### config.mk
export PLATFORM = sky130hd
export DESIGN_NAME = fmac_arbiter
export DESIGN_NICKNAME = d
export VERILOG_FILES = /design/src/rtl/fmac_arbiter.sv
export SDC_FILE = /design/constraint.sdc
export NUM_CORES = 1
export LEC_CHECK = 0
export ABC_AREA = 1
export CAP_MARGIN = 20
export CELL_PAD_IN_SITES_DETAIL_PLACEMENT = 1
export CELL_PAD_IN_SITES_GLOBAL_PLACEMENT = 1
export CORE_MARGIN = 2
export CORE_UTILIZATION = 25
export CTS_CLUSTER_DIAMETER = 30
export DETAILED_ROUTE_END_ITERATION = 8
export GPL_TIMING_DRIVEN = 0
export PLACE_DENSITY = 0.64
export SETUP_SLACK_MARGIN = 0.4
export SLEW_MARGIN = 10
export SYNTH_ARGS = -nofsm -noshare
export SYNTH_HDL_FRONTEND = slang
export SYNTH_SLANG_ARGS = --single-unit
### constraint.sdc
create_clock -name Clk_CI -period 3.53 [get_ports Clk_CI]
set_clock_uncertainty 0.05 [all_clocks]
set_input_delay 0.353 -clock Clk_CI [delete_from_list [all_inputs] [get_ports Clk_CI]]
set_output_delay 0.353 -clock Clk_CI [all_outputs]
set_load 0.01 [all_outputs]
### src/rtl/fmac_arbiter.sv
// fmac_arbiter: shares a single fixed-latency FMAC pipeline between two
// requesters and returns each result to a per-requester FIFO.
//
// Ports:
//   Clk_CI, Rst_RI            clock (rising edge), async active-high reset
//   Valid_x_SI / Ready_x_SO   operation request / acceptance, x = 0,1
//   Opnd_x_DI, Rm_x_DI        operands {A,B,C} (A in MSBs) and rounding mode
//   Fmac_valid_SO             operation issued to the FMAC this cycle
//   Fmac_opnd_DO, Fmac_rm_DO  issued operands / rounding mode (0 when idle)
//   Fmac_res_DI               FMAC result, valid C_LAT cycles after issue
//   Res_valid_x_SO            result FIFO x non-empty
//   Res_ready_x_SI            requester x consumes the head result
//   Res_x_DO                  head of result FIFO x (0 when empty)
//   Busy_SO                   operation in flight or any FIFO non-empty
//
// Build option: define FMAC_ARB_FIXED_PRIO_EN to give requester 0 absolute
// priority (round-robin state removed); otherwise requesters alternate.
module fmac_arbiter #(
    parameter int unsigned C_OP  = 32,
    parameter int unsigned C_LAT = 3,
    parameter int unsigned C_BUF = 4
) (
    input  logic              Clk_CI,
    input  logic              Rst_RI,
    input  logic              Valid_0_SI,
    input  logic              Valid_1_SI,
    output logic              Ready_0_SO,
    output logic              Ready_1_SO,
    input  logic [3*C_OP-1:0] Opnd_0_DI,
    input  logic [3*C_OP-1:0] Opnd_1_DI,
    input  logic [2:0]        Rm_0_DI,
    input  logic [2:0]        Rm_1_DI,
    output logic              Fmac_valid_SO,
    output logic [3*C_OP-1:0] Fmac_opnd_DO,
    output logic [2:0]        Fmac_rm_DO,
    input  logic [C_OP-1:0]   Fmac_res_DI,
    output logic              Res_valid_0_SO,
    output logic              Res_valid_1_SO,
    input  logic              Res_ready_0_SI,
    input  logic              Res_ready_1_SI,
    output logic [C_OP-1:0]   Res_0_DO,
    output logic [C_OP-1:0]   Res_1_DO,
    output logic              Busy_SO
);

    localparam int unsigned CW = $clog2(C_BUF + 1);
    localparam int unsigned PW = (C_BUF > 1) ? $clog2(C_BUF) : 1;

    logic [1:0]        valid_v;
    logic [1:0]        rready_v;
    logic [1:0]        elig;
    logic [1:0]        gnt;
    logic [1:0]        nonempty;
    logic [C_OP-1:0]   head [2];

    logic [C_LAT-1:0]  tag_v_q, tag_v_d;
    logic [C_LAT-1:0]  tag_id_q, tag_id_d;

    assign valid_v  = {Valid_1_SI, Valid_0_SI};
    assign rready_v = {Res_ready_1_SI, Res_ready_0_SI};

`ifdef FMAC_ARB_FIXED_PRIO_EN
    always_comb begin
        gnt = '0;
        if (!Rst_RI) begin
            gnt[0] = elig[0];
            gnt[1] = elig[1] && !elig[0];
        end
    end
`else
    // last_q holds the id of the most recent grant; reset to 1 so that
    // requester 0 wins the first contested cycle.
    logic last_q, last_d;

    always_comb begin
        gnt = '0;
        if (!Rst_RI) begin
            if (elig == 2'b11) begin
                gnt = last_q ? 2'b01 : 2'b10;
            end else begin
                gnt = elig;
            end
        end
        last_d = last_q;
        if (gnt != '0) begin
            last_d = gnt[1];
        end
    end

    always_ff @(posedge Clk_CI or posedge Rst_RI) begin
        if (Rst_RI) begin
            last_q <= 1'b1;
        end else begin
            last_q <= last_d;
        end
    end
`endif

    always_comb begin
        Ready_0_SO    = gnt[0];
        Ready_1_SO    = gnt[1];
        Fmac_valid_SO = gnt[0] || gnt[1];
        Fmac_opnd_DO  = '0;
        Fmac_rm_DO    = '0;
        if (gnt[0]) begin
            Fmac_opnd_DO = Opnd_0_DI;
            Fmac_rm_DO   = Rm_0_DI;
        end else if (gnt[1]) begin
            Fmac_opnd_DO = Opnd_1_DI;
            Fmac_rm_DO   = Rm_1_DI;
        end
    end

    // Tag pipeline mirrors the FMAC: the last stage names the FIFO that
    // receives Fmac_res_DI at the end of the current cycle.
    always_comb begin
        tag_v_d     = '0;
        tag_id_d    = '0;
        tag_v_d[0]  = Fmac_valid_SO;
        tag_id_d[0] = gnt[1];
        for (int unsigned i = 1; i < C_LAT; i++) begin
            tag_v_d[i]  = tag_v_q[i-1];
            tag_id_d[i] = tag_id_q[i-1];
        end
    end

    always_ff @(posedge Clk_CI or posedge Rst_RI) begin
        if (Rst_RI) begin
            tag_v_q  <= '0;
            tag_id_q <= '0;
        end else begin
            tag_v_q  <= tag_v_d;
            tag_id_q <= tag_id_d;
        end
    end

    for (genvar g = 0; g < 2; g++) begin : g_req
        logic [C_OP-1:0] mem_q [C_BUF];
        logic [C_OP-1:0] mem_d [C_BUF];
        logic [PW-1:0]   wr_q, wr_d, rd_q, rd_d;
        logic [CW-1:0]   cnt_q, cnt_d;
        logic [CW-1:0]   credit_q, credit_d;
        logic            push, pop;

        assign push        = tag_v_q[C_LAT-1] && (tag_id_q[C_LAT-1] == 1'(g));
        assign pop         = rready_v[g] && (cnt_q != '0);
        assign elig[g]     = valid_v[g] && (credit_q != '0);
        assign nonempty[g] = (cnt_q != '0);
        assign head[g]     = nonempty[g] ? mem_q[rd_q] : '0;

        // Credits reserve a FIFO slot at issue time, so push never meets a
        // full FIFO and no overflow check is needed.
        always_comb begin
            mem_d    = mem_q;
            wr_d     = wr_q;
            rd_d     = rd_q;
            if (push) begin
                mem_d[wr_q] = Fmac_res_DI;
                wr_d = (wr_q == PW'(C_BUF - 1)) ? '0 : wr_q + PW'(1);
            end
            if (pop) begin
                rd_d = (rd_q == PW'(C_BUF - 1)) ? '0 : rd_q + PW'(1);
            end
            cnt_d    = cnt_q + CW'(push) - CW'(pop);
            credit_d = credit_q + CW'(pop) - CW'(gnt[g]);
        end

        always_ff @(posedge Clk_CI or posedge Rst_RI) begin
            if (Rst_RI) begin
                wr_q     <= '0;
                rd_q     <= '0;
                cnt_q    <= '0;
                credit_q <= CW'(C_BUF);
            end else begin
                wr_q     <= wr_d;
                rd_q     <= rd_d;
                cnt_q    <= cnt_d;
                credit_q <= credit_d;
            end
        end

        // Storage needs no reset: the head is masked while the FIFO is empty.
        always_ff @(posedge Clk_CI) begin
            mem_q <= mem_d;
        end
    end

    assign Res_valid_0_SO = nonempty[0];
    assign Res_valid_1_SO = nonempty[1];
    assign Res_0_DO       = head[0];
    assign Res_1_DO       = head[1];
    assign Busy_SO        = (tag_v_q != '0) || (nonempty != '0);

endmodule

---- Word-level counts from Yosys, hierarchy flattened ----
Cells that the tools add are included.
cells by class
  reductions and logical operators ........ 17
  add/subtract/negate cells ............... 12
  mux-type cells .......................... 25
  equal/unequal tests ..................... 5
  $lt $le $gt $ge ......................... 6
  bitwise operators ....................... 5
operators with widths
  operator                                                                      number
  128-bit bitwise mux                                                           2
  32-bit two-way mux                                                            8
  96-bit two-way mux                                                            2
  32-bit binary-select mux with 2-bit select                                    2
  32-bit demux with 2-bit select                                                2
  3-bit nonzero test                                                            5
  2-bit two-way mux                                                             7
  3-bit by 1-bit adder with 3-bit output                                        4
  3-bit >= comparator, second input constant                                    4
  2-bit inverter with 3-bit output                                              4
  3-bit by 1-bit subtractor with 3-bit output                                   4
  2-bit equality test, second input constant                                    5
  2-bit by 1-bit adder with 2-bit output, second input constant                 4
  1-bit logical AND                                                             8
  3-bit by 1-bit less-than comparator with 1-bit output, second input constant  2
  3-bit two-way mux                                                             2
  2-bit nonzero test                                                            2
  1-bit logical OR                                                              2
  1-bit inverter                                                                1
storage, ports and cells
  output and inout port bits .............. 169
  word-level logic and storage cells ...... 89
  input bits .............................. 236
  register bits after elaboration ......... 283

---- Longest topological paths before layout ----
  depth in word-level cells ............... 7
  mapped depth ............................ 13
  mapped depth without buffers ............ 11

---- Worst setup path before layout ----
No wires, ideal clock.
  path kind ............................... input-to-reg
  start ................................... in Rst_RI
  end ..................................... reg g_req[0].credit_q[1]
  buffers on the path ..................... 0
  stages .................................. 9
  setup time .............................. 0.114 ns
  data required time ...................... 3.366 ns
  slack ................................... 0.912 ns
  arrival ................................. 2.454 ns
  cells stage by stage .................... inv_1 > nand3_2 > nor2_1 > ha_1 > inv_1 > ha_1 > inv_1 > fa_1 > inv_1
between the ends
  longest elaborated chain between the ends .. 2
ends and longest elaborated chain
  item                                         RTL line  source
  start, declared                              24        input logic Rst_RI,
  2-bit two-way mux                            77        if (!Rst_RI) begin
  named net Ready_0_SO                         27        output logic Ready_0_SO,
  3-bit by 1-bit subtractor with 3-bit output  165       credit_d = credit_q + CW'(pop) - CW'(gnt[g]);
  named net g_req[0].credit_d[1]               142       logic [CW-1:0] credit_q, credit_d;
  end signal, assigned                         173       credit_q <= CW'(C_BUF);
  end signal, assigned                         178       credit_q <= credit_d;
  end, declared                                142
The timed path passes the listed nets, and every way through them passes these cells.
A chain may end at the register's enable or synchronous reset.

---- Worst setup path after layout ----
  start ................................... reg g_req[1].rd_q[0]
  end ..................................... out Res_1_DO[1]
between the ends
  longest elaborated chain between the ends .. 5
ends and longest elaborated chain
  item                                                    RTL line  source
  start, declared                                         140       logic [PW-1:0] wr_q, wr_d, rd_q, rd_d;
  start signal, assigned                                  176       rd_q <= rd_d;
  2-bit inverter with 3-bit output (not written as such)  149       assign head[g] = nonempty[g] ? mem_q[rd_q] : '0;
  32-bit binary-select mux with 2-bit select              149
  32-bit two-way mux (not written as such) (2 in a row)   149
  32-bit two-way mux                                      149
  end, declared                                           42        output logic [C_OP-1:0] Res_1_DO,
No other way between the ends. The select of a mux whose other input is x is not followed.

==> impl_metrics.csv <==
group,metric,value,unit
run_status,status,"completed",
synth,yosys_warnings,0,
floorplanning,initial_core_util,25.3,%
routing,drtAntennaViolNets,0,
synth,syn_inst,1243,
synth,synth_top_area_share,56.5,%
synth,syn_nets,1500,
power,vdd_drop_max,531,µV
worst_setup_path,cp_max_fo,10,
grt,track_usage,18.9,%
floorplanning,rows,85,
cts,clock_path_buffers,3,
synth,yosys.area.top_type,"edfxtp_1",
routing,firstDrtPassIters,5,
routing,vias,11225,
grt,antenna_found_initial,8,
timing,finalMaxSlewViolations,0,
worst_setup_path,critPathLaunch,"g_req[1].rd_q[0]",
cts,numCtsBuffers,52,
timing,layout_min_cycle_time,3.01,ns
cts,tritoncts,"done",
synth,synth-seq-cells,283,
grt,grt_max_degree,26,
synth,synth.distinct_cells,28,
worst_setup_path,crit_type,"flop to output pin",
layout,fin_cells,2452,
synth,yosysMostFrequentCell,"nor2_1",
hold_path,hold_path_class,"flop to flop",
floorplanning,die_w,237,µm
synth,yosys-top-cells-count,"273 x nor2_1, 256 x edfxtp_1, 115 x nand2_1",
timing,rsz0062_at_grt,"false",
grt,grt_first_pass_wirelength,79400,µm
placed_design,buffer_ports.inserted,404,
placed_design,place_hpwl,41100,µm
routing,drt_iter0_drc,565,
floorplanning,io_pins,405,
routing,drc_errors,0,
synth,avgSynthCellArea,10.9,µm²
timing,fmax,332,MHz
placed_design,gp_congestion,0.904,
layout,area_growth,51.4,%
floorplanning,placeableCoreArea,0.0538,mm²
cts,postCtsHoldBufs,0,
synth,async_reset_ff_share,9.54,%
worst_setup_path,start_kind,"flop",
power,p_leak,7.66,nW
grt,grt_pass1_vias,11971,
synth,yosysSeqAreaShare,61.5,%
synth,synth-edff-count,256,
placed_design,place_inst,2351,
placed_design,place_ws,-0.423,ns
timing,hold_viol,0,
cts,clk_pin_slew,0.04,ns
cts,htree_num_levels,2,
layout,final_nets,1968,
timing,setup_ws,0.518,ns
routing,viasPerCell,4.58,
synth,synth.area.top_cells,"edfxtp_1 57%, nor2_1 7.5%, nand3_2 7.4%, dfrtp_1 4.4%, nand3_1 3.8%",
power,power,16.2,mW
layout,fin_util,38.2,%
timing,setup_viol,0,
floorplanning,die_h,237,µm
cts,clock-sinks,283,
worst_setup_path,worstPathArrival,2.61,ns
floorplanning,die-area,0.0563,mm²
synth,dominantRegCellSynth,"edfxtp_1",
power,p_per_area,788,mW/mm²
timing,finalCritPeriodShare,85.3,%
worst_setup_path,worstReg2RegStart,"g_req[1].credit_q[1]",
hold_path,hold_start,"tag_id_q[1]",
routing,wl_per_cell,22.2,µm
grt,grt.overflow.total,0,
layout,fillCellCount,5892,
worst_setup_path,required,3.13,ns
cts,cts-root-buf,"clkbuf_16",
synth,syn_area,0.0136,mm²
cts,clock_latency,0.54,ns
timing,slew_headroom,51.5,%
routing,routed_wl,54500,µm
worst_setup_path,end_kind,"output pin",
layout,drive_above_1_share,17.6,%
timing,tightestPinTransition,0.724,ns
flow_run,maxCapViolCount,0,
[layout make-up]
| cell class | count | area (µm²) | area share (%) |
|---|---|---|---|
| Inverter | 41 | 163 | 0.790 |
| Timing Repair inverter | 1 | 5.00 | 0.0243 |
| Tap cell | 696 | 871 | 4.23 |
| Clock buffer | 63 | 1450 | 7.04 |
| Buffer | 91 | 721 | 3.50 |
| Multi-Input combinational cell | 828 | 4470 | 21.7 |
| Sequential cell | 283 | 8370 | 40.7 |
| Antenna cell | 2 | 5.00 | 0.0243 |
| Timing Repair Buffer | 413 | 4210 | 20.5 |
| Clock inverter | 34 | 318 | 1.54 |
[cells in the final DEF (no fill, tap or decap), types with 9 or more instances in the layout]
master           netlist  layout
nor2_1               273     265
o21ai_1               98      98
ha_1                  17      17
o21ai_0               36      36
clkbuf_2               4      14
buf_2                 18      18
edfxtp_1             256     256
buf_12                10      18
inv_6                  0      16
buf_4                 33      32
nand3_1              104     104
a21oi_1               67      63
nand3_2              101     101
dfrtp_1               24      24
clkdlybuf4s50_1        0     402
clkbuf_1              20      13
inv_1                 34      33
nor2_4                 1       9
clkbuf_16              0      56
nand2_1              115     115
[where the power goes]
group / switching, mW / internal [mW] / total, mW / leakage (nW)
logic: 4.01 / 2.96 / 6.98 / 4.15
registers: 0.176 / 4.14 / 4.31 / 2.64
clock network: 1.74 / 3.17 / 4.91 / 0.868
total: 5.93 / 10.3 / 16.2 / 7.66
[cells by family after synthesis]
family / count (synthesis) / synth area share [%]
adders and majority gates: 21 / 2.15
buffers and inverters: 132 / 6.15
AOI/OAI and AO/OA: 201 / 7.40
xor gates and xnor gates: 8 / 0.515
and+or+nand+nor: 598 / 22.2
DFF: 283 / 61.5
[per-layer routing]
| layer | wire, µm | part of all wire [%] | global-route usage [%] | vias up |
|---|---|---|---|---|
| met5 | 30 | 0.055 | 0 | - |
| li1 | - | - | - | 5285 |
| met4 | 1400 | 2.6 | 5.24 | 4 |
| met3 | 3320 | 6.1 | 3.93 | 81 |
| met1 | 21500 | 40 | 22.0 | 5481 |
| met2 | 28200 | 52 | 34.9 | 374 |
[worst max-delay path, stage by stage, from the launching register on]
cell,delay (ns)
dfrtp_1,0.44
inv_2,0.09
buf_4,0.19
clkbuf_2,0.31
o21ai_1,0.14
a21oi_2,0.28
clkdlybuf4s50_1,0.60
[registers in the layout, indices dropped and copies added (netlist names)]
register,flops
tag_v_q,3
last_q,1
tag_id_q,3
g_req.mem_q,256
g_req.rd_q,4
g_req.wr_q,4
g_req.credit_q,6
g_req.cnt_q,6
[through the flow]
| stage | instance area, µm² | TNS (ns) | hold WS, ns |
|---|---|---|---|
| final | 20600 | 0 | 0.303 |
| after global placement | 18500 | -89.77 | 0.290 |
| after floorplan | 13600 | 0 | 0.281 |
| after global routing | 20600 | 0 | 0.323 |
| after CTS | 20500 | 0 | 0.309 |
| after detailed placement | 18700 | -25.32 | 0.289 |
[what timing repair did]
| action | in CTS | in global routing |
|---|---|---|
| setup endpoints to repair | 152 | 25 |
| gates resized for setup | 14 | 22 |
| gates cloned | 1 | 0 |
| pin swaps | 0 | 0 |
| buffers inserted | 1 | 0 |
[worst paths after layout]
| kind | end | slack [ns] | depth (start not counted) |
|---|---|---|---|
| hold / removal | tag_id_q[2] | 0.30 | 0 |
| hold reg to reg | tag_id_q[2] | 0.30 | 0 |
| max in group asynchronous | g_req[0].credit_q[2] | 2.66 | 2 |
| min in group asynchronous | g_req[1].credit_q[1] | 0.36 | 3 |
| setup / recovery | Res_1_DO[1] | 0.52 | 6 |
| setup reg to reg | g_req[0].credit_q[1] | 1.02 | 13 |
Power figures use the tool's default switching activity.
